$ cat config.mk
export PLATFORM = sky130hd
export DESIGN_NAME = mmcm_lock_sequencer_flat
export DESIGN_NICKNAME = d
export VERILOG_FILES = /design/src/rtl/mmcm_lock_sequencer_pkg.sv /design/src/rtl/mmcm_lock_sequencer_if.sv /design/src/rtl/mmcm_lock_sequencer_bit_sync.sv /design/src/rtl/mmcm_lock_sequencer.sv /design/src/flat_wrapper.sv
export SDC_FILE = /design/constraint.sdc
export NUM_CORES = 1
export LEC_CHECK = 0
export BUFFER_PORTS_ARGS = -buffer_cell sky130_fd_sc_hd__buf_2
export CORE_MARGIN = 5
export CORE_UTILIZATION = 59
export DETAILED_ROUTE_END_ITERATION = 16
export GPL_ROUTABILITY_DRIVEN = 0
export GPL_TIMING_DRIVEN = 0
export PLACE_DENSITY = 0.76
export REMOVE_ABC_BUFFERS = 1
export SYNTH_ARGS = -nofsm -noshare
export SYNTH_HDL_FRONTEND = slang
export SYNTH_SLANG_ARGS = --single-unit
$ cat constraint.sdc
create_clock -name clk -period 2.1 [get_ports clk]
set_input_delay 0.21 -clock clk [delete_from_list [all_inputs] [get_ports clk]]
set_output_delay 0.21 -clock clk [all_outputs]
set_load 0.01 [all_outputs]
$ cat src/rtl/mmcm_lock_sequencer_pkg.sv
// Shared state encoding and field widths for the MMCM lock sequencer.
package mmcm_seq_pkg;

  typedef enum logic [2:0] {
    RESET_HOLD = 3'd0,
    WAIT_LOCK  = 3'd1,
    STABLE     = 3'd2,
    READY      = 3'd3,
    FAULT      = 3'd4
  } seq_state_e;

  localparam int RETRY_W = 4;
  localparam int LOSS_W  = 8;

  function automatic int max3(input int a, input int b, input int c);
    int m;
    m = (a > b) ? a : b;
    return (m > c) ? m : c;
  endfunction

endpackage

$ cat src/rtl/mmcm_lock_sequencer_if.sv
// Signal bundle between the lock sequencer, the MMCM and downstream logic.
// lock_loss_count exists only when MMCM_LOCK_LOSS_CNT_EN is defined.
interface mmcm_lock_sequencer_if;
  import mmcm_seq_pkg::*;

  logic               locked_in;
  logic               mmcm_rst;
  logic               ready;
  logic               fault;
  logic [RETRY_W-1:0] retry_count;
`ifdef MMCM_LOCK_LOSS_CNT_EN
  logic [LOSS_W-1:0]  lock_loss_count;
`endif

  modport master (
`ifdef MMCM_LOCK_LOSS_CNT_EN
    output lock_loss_count,
`endif
    input  locked_in,
    output mmcm_rst,
    output ready,
    output fault,
    output retry_count
  );

  modport slave (
`ifdef MMCM_LOCK_LOSS_CNT_EN
    input  lock_loss_count,
`endif
    output locked_in,
    input  mmcm_rst,
    input  ready,
    input  fault,
    input  retry_count
  );

endinterface

$ cat src/rtl/mmcm_lock_sequencer_bit_sync.sv
// N-stage single-bit synchronizer with asynchronous active-low clear,
// for bringing asynchronous status bits into the clk domain.
module bit_sync #(
  parameter int STAGES = 2
) (
  input  logic clk,
  input  logic rst_n,
  input  logic i_d,
  output logic o_q
);

  (* ASYNC_REG = "TRUE" *) logic [STAGES-1:0] r_sync;

  always_ff @(posedge clk or negedge rst_n) begin
    if (!rst_n) begin
      r_sync <= '0;
    end else begin
      r_sync <= {r_sync[STAGES-2:0], i_d};
    end
  end

  assign o_q = r_sync[STAGES-1];

endmodule

$ cat src/rtl/mmcm_lock_sequencer.sv
// Reset/lock supervisor for an MMCME2_ADV: pulses RST, retries, flags fault, qualifies ready.
// Optional lock-loss counter is enabled by defining MMCM_LOCK_LOSS_CNT_EN.
module mmcm_lock_sequencer
  import mmcm_seq_pkg::*;
#(
  parameter int RST_HOLD_CYCLES     = 8,
  parameter int LOCK_TIMEOUT_CYCLES = 65536,
  parameter int LOCK_STABLE_CYCLES  = 1024,
  parameter int MAX_RETRIES         = 3,
  parameter int SYNC_STAGES         = 2
) (
  input  logic                  clk,
  input  logic                  rst_n,
  mmcm_lock_sequencer_if.master bus
);

  localparam int CNT_MAX = max3(RST_HOLD_CYCLES, LOCK_TIMEOUT_CYCLES, LOCK_STABLE_CYCLES);
  localparam int CNT_W   = $clog2(CNT_MAX) + 1;

  localparam logic [CNT_W-1:0]   HOLD_LD   = CNT_W'(RST_HOLD_CYCLES - 1);
  localparam logic [CNT_W-1:0]   HOLD_RST  = CNT_W'(RST_HOLD_CYCLES);
  localparam logic [CNT_W-1:0]   TMO_LD    = CNT_W'(LOCK_TIMEOUT_CYCLES - 1);
  localparam logic [CNT_W-1:0]   STB_LD    = CNT_W'(LOCK_STABLE_CYCLES - 1);
  localparam logic [RETRY_W-1:0] RETRY_MAX = RETRY_W'(MAX_RETRIES);

  logic               w_lk;
  seq_state_e         r_state, w_state_nxt;
  logic [CNT_W-1:0]   r_cnt, w_cnt_nxt;
  logic               w_cnt_zero;
  logic [RETRY_W-1:0] r_retry_count, w_retry_nxt;
  logic               r_mmcm_rst, w_mmcm_rst_nxt;
  logic               r_ready, w_ready_nxt;
  logic               r_fault, w_fault_nxt;

  bit_sync #(
    .STAGES (SYNC_STAGES)
  ) u_lock_sync (
    .clk   (clk),
    .rst_n (rst_n),
    .i_d   (bus.locked_in),
    .o_q   (w_lk)
  );

  assign w_cnt_zero = (r_cnt == '0);

  // NOTE: every signal driven here gets a default before the case, so no path leaves it unassigned and no latch is inferred.
  always_comb begin
    w_state_nxt = r_state;
    w_retry_nxt = r_retry_count;
    case (r_state)
      RESET_HOLD: if (w_cnt_zero) w_state_nxt = WAIT_LOCK;
      WAIT_LOCK: begin
        // Lock is tested first so it wins over a coincident timeout.
        if (w_lk) begin
          w_state_nxt = STABLE;
        end else if (w_cnt_zero) begin
          if (r_retry_count == RETRY_MAX) begin
            w_state_nxt = FAULT;
          end else begin
            w_state_nxt = RESET_HOLD;
            w_retry_nxt = r_retry_count + RETRY_W'(1);
          end
        end
      end
      STABLE: begin
        if (!w_lk) begin
          w_state_nxt = WAIT_LOCK;
        end else if (w_cnt_zero) begin
          w_state_nxt = READY;
          w_retry_nxt = '0;
        end
      end
      READY:   if (!w_lk) w_state_nxt = RESET_HOLD;
      FAULT:   w_state_nxt = FAULT;
      default: w_state_nxt = FAULT;
    endcase

    w_mmcm_rst_nxt = (w_state_nxt == RESET_HOLD) || (w_state_nxt == FAULT);
    w_ready_nxt    = (w_state_nxt == READY);
    w_fault_nxt    = (w_state_nxt == FAULT);
  end

  always_comb begin
    w_cnt_nxt = r_cnt;
    if (w_state_nxt != r_state) begin
      case (w_state_nxt)
        RESET_HOLD: w_cnt_nxt = HOLD_LD;
        WAIT_LOCK:  w_cnt_nxt = TMO_LD;
        STABLE:     w_cnt_nxt = STB_LD;
        default:    w_cnt_nxt = '0;
      endcase
    end else if (!w_cnt_zero) begin
      w_cnt_nxt = r_cnt - CNT_W'(1);
    end
  end

  // NOTE: sequential state uses non-blocking assignments so all flops update from pre-edge values.
  always_ff @(posedge clk or negedge rst_n) begin
    if (!rst_n) begin
      r_state       <= RESET_HOLD;
      // NOTE: one extra count here because the release edge itself is not an entry edge; the first pulse is still RST_HOLD_CYCLES long.
      r_cnt         <= HOLD_RST;
      r_retry_count <= '0;
      r_mmcm_rst    <= 1'b1;
      r_ready       <= 1'b0;
      r_fault       <= 1'b0;
    end else begin
      r_state       <= w_state_nxt;
      r_cnt         <= w_cnt_nxt;
      r_retry_count <= w_retry_nxt;
      r_mmcm_rst    <= w_mmcm_rst_nxt;
      r_ready       <= w_ready_nxt;
      r_fault       <= w_fault_nxt;
    end
  end

  assign bus.mmcm_rst    = r_mmcm_rst;
  assign bus.ready       = r_ready;
  assign bus.fault       = r_fault;
  assign bus.retry_count = r_retry_count;

`ifdef MMCM_LOCK_LOSS_CNT_EN
  logic [LOSS_W-1:0] r_lock_loss_count;

  always_ff @(posedge clk or negedge rst_n) begin
    if (!rst_n) begin
      r_lock_loss_count <= '0;
    end else if ((r_state == READY) && !w_lk && (r_lock_loss_count != '1)) begin
      r_lock_loss_count <= r_lock_loss_count + LOSS_W'(1);
    end
  end

  assign bus.lock_loss_count = r_lock_loss_count;
`endif

endmodule

$ cat src/flat_wrapper.sv
// flat-port wrapper written by rule: the top's interface ports become plain ports
module mmcm_lock_sequencer_flat import mmcm_seq_pkg::*;
#(
  parameter int RST_HOLD_CYCLES     = 8,
  parameter int LOCK_TIMEOUT_CYCLES = 65536,
  parameter int LOCK_STABLE_CYCLES  = 1024,
  parameter int MAX_RETRIES         = 3,
  parameter int SYNC_STAGES         = 2
)
  (clk, rst_n, bus_locked_in, bus_mmcm_rst, bus_ready, bus_fault, bus_retry_count);
  mmcm_lock_sequencer_if bus_i ();
  input  logic clk;
  input  logic rst_n;
  input wire logic [$bits(bus_i.locked_in)-1:0] bus_locked_in;
  output wire logic [$bits(bus_i.mmcm_rst)-1:0] bus_mmcm_rst;
  output wire logic [$bits(bus_i.ready)-1:0] bus_ready;
  output wire logic [$bits(bus_i.fault)-1:0] bus_fault;
  output wire logic [$bits(bus_i.retry_count)-1:0] bus_retry_count;
  assign bus_i.locked_in = bus_locked_in;
  assign bus_mmcm_rst = bus_i.mmcm_rst;
  assign bus_ready = bus_i.ready;
  assign bus_fault = bus_i.fault;
  assign bus_retry_count = bus_i.retry_count;
  mmcm_lock_sequencer #(.RST_HOLD_CYCLES(RST_HOLD_CYCLES), .LOCK_TIMEOUT_CYCLES(LOCK_TIMEOUT_CYCLES), .LOCK_STABLE_CYCLES(LOCK_STABLE_CYCLES), .MAX_RETRIES(MAX_RETRIES), .SYNC_STAGES(SYNC_STAGES)) u_core (.clk(clk), .rst_n(rst_n), .bus(bus_i));
endmodule
==> metrics.cfg <==
[route]
first_iter_violations=109
wl_met1_mm=1.78
routed.top_layer=met4
first_pass_iters=5
vias=1640
wl_met2_mm=2.06
wl_mm=4.20
drcViolationCount=0
viasPerCell=6.53
ant_nets=0
wl_per_cell_um=16.7
wl_met3_um=258

[worst_setup_path]
crit_path_max_fanout=9
cp.required_ns=2.34
endpoint=u_core.r_cnt[2]
rr_worst_depth=8
r2r_slack_ns=0.08
crit_start=u_core.r_cnt[6]
worstPathArrival_ns=2.26
startpoint_type=flip-flop
worst-setup-path-type=flip-flop to flip-flop
reg2reg_to=u_core.r_cnt[2]
reg2reg_from=u_core.r_cnt[6]
worstSetupEndpointType=flip-flop

[timing]
slew_headroom_pct=56.4
drv_slew=0
fmax_ghz=0.495
fin_crit_sh_pct=96.2
holdWs_ns=0.358
worstMarginPinSlew_ns=0.654
setup_violations=0
fin_skew_ns=0.00789
hold_viol=0
layout_min_cycle_time_ns=2.02

[logic_synthesis]
ys_top_cells_by_count=27 x dfrtp_1, 26 x nor2_1, 14 x o21ai_0
synth_seq_cells=29
syn_avg_cell_area_um2=8.94
syn_inst=202
async_reset_ff_share_pct=100
synth_top_area_share_pct=37.4
synthFlopType=dfrtp_1
synthTopCellsByArea=dfrtp_1 37%, nor2_1 5.4%, xor2_1 4.4%
synth.most_common_cell=dfrtp_1
synth_top_cell_by_area=dfrtp_1
ys_seq_area_share_pct=40.3
syn-cell-area_um2=1810
synth-edff-count=0
ys_types=48
ys_warn_count=0

[finish]
n_fill_cell=237
area_delta_synth_final_pct=15.2
diodes=0
fin_cells=251
final_nets=223
drive_gt1_share_pct=26.6

[floorplan]
io_pins=10
core_area_um2=3000
die_h_um=65.3
rows=20
die-area_um2=4270
die_w_um=65.3
initial_core_util_pct=60.2

[placed_design]
hpwl_mm=2.71
port_buffers=9
dp.cells=232

[cts]
cts_buffers=5
cts_tree=yes
max-clock-path-buffers=2
h-tree-depth=2
cts_sinks=29
cts_root_buffer=clkbuf_4
clock_latency_ns=0.34
clk_pin_slew_worst_paths_ns=0.10

[grt]
grt_first_pass_wirelength_mm=7.16
antenna_found_initial=0
grt_max_degree=30
grt.overflow.total=0
track_usage_pct=21.6
grt_pass1_vias=1588

[pwr]
p_leak_nw=0.861
p_per_area_nw_per_um2=849
ir_worst_vdd_mv=0.591

[run_status]
status=completed

[flow_run]
max_cap_viol_count=0

[min_path]
min_path_type=flip-flop to flip-flop

## power breakdown
group | internal, mW | switching, mW
logic | 0.237 | 0.339
clock network | 0.129 | 0.220
registers | 0.671 | 0.171
## through the flow
| stage | util, % | setup slack (ns) | setup TNS, ns | total power [mW] | instance area, um2 |
|---|---|---|---|---|---|
| 6_report | 69.3 | 0.0800 | 0 | 1.77 | 2080 |
| 3_3_place_gp | 61.1 | -0.736 | -11.38 | 1.30 | 1830 |
| 2_1_floorplan | - | -0.248 | -1.79 | 1.19 | 1750 |
| 5_1_grt | 69.3 | -0.0406 | -0.0819 | 1.89 | 2080 |
| 4_1_cts | 67.1 | 0.00340 | 0 | 1.70 | 2020 |
| 3_5_place_dp | 61.1 | -0.794 | -13.25 | 1.32 | 1830 |
## cell type report
| cell class | instances | area [um2] | share of cell area (%) |
|---|---|---|---|
| Multi-Input combinational cell | 157 | 1090 | 52.2 |
| Sequential cell | 29 | 733 | 35.2 |
| Timing Repair Buffer | 20 | 145 | 6.98 |
| Tap cell | 33 | 41.3 | 1.98 |
| Clock buffer | 5 | 37.5 | 1.80 |
| Clock inverter | 3 | 22.5 | 1.08 |
| Inverter | 4 | 15.0 | 0.722 |
## layer usage
layer | GRT usage [%] | vias to the layer above
li1 | - | 771
met1 | 27.0 | 794
met2 | 35.5 | 66
met3 | 4.27 | 9
met4 | 10.9 | 0
met5 | 0 | -
## worst max-delay path, stage by stage, from the launching register on
cell,delay (ns)
dfrtp_1,0.46
nor4_4,0.33
buf_4,0.20
nand4_1,0.08
buf_4,0.19
o21ai_1,0.19
a31oi_1,0.19
nor3_2,0.19
nor2_1,0.08
## cells by family after synthesis
family | after synthesis | synth area share, %
xor+xnor | 11 | 5.33
flops | 29 | 40.3
simple gates | 87 | 27.2
mux | 5 | 2.91
fa+ha+maj | 3 | 2.08
buf+inv | 16 | 4.09
compound gates | 51 | 18.1
## sequential cells by signal, indices dropped and copies added (netlist names)
| register | flops |
|---|---|
| u_core.r_cnt | 17 |
| u_core.bus.retry_count | 4 |
| u_core.r_state | 3 |
| u_core.u_lock_sync.r_sync | 2 |
| u_core.bus.fault | 1 |
| u_core.bus.mmcm_rst | 1 |
| u_core.bus.ready | 1 |
## how the worst min path moves through the flow
stage,from,endpoint,slack [ns],cells past startpoint
after CTS,u_core.u_lock_sync.r_sync[0],u_core.u_lock_sync.r_sync[1],0.36,0
after global placement,rst_n,u_core.r_cnt[14],0.26,1
after global routing,u_core.u_lock_sync.r_sync[0],u_core.u_lock_sync.r_sync[1],0.37,0
after floorplan,rst_n,u_core.bus.fault,-0.09,0
final,u_core.u_lock_sync.r_sync[0],u_core.u_lock_sync.r_sync[1],0.36,0
after detailed placement,rst_n,u_core.r_cnt[15],0.27,1
## cells in the final DEF, fill, tap and decap left out, types with 2 or more instances in the layout
cell type,n
nor3_1,7
nand2_2,3
dfstp_2,2
buf_4,8
clkinvlp_4,3
dfrtp_1,23
a21oi_2,2
dfrtp_2,4
nor4_4,3
clkbuf_4,5
xor2_1,9
o21ai_0,12
a31oi_1,7
o21ai_1,2
nand4_1,5
o221ai_1,2
ha_1,2
a41o_1,2
inv_1,4
buf_2,9
o211ai_1,4
nand2b_1,2
mux2i_1,3
a21oi_1,12
nor2_1,25
nand3_1,8
nor4_1,2
nand2_1,11
xnor2_1,2
mux2_2,2
nor4b_4,2
dlygate4sd3_1,2
nor3_2,3
## timing repair
action	4_1_cts	5_1_grt
endpoints found under the hold margin	28	0
setup buffers	6	3
hold buffers	2	0
endpoints found under the setup margin	26	8
resized for setup	10	13
pin swaps	2	3
No activity file was read; power rests on OpenSTA's default activity.
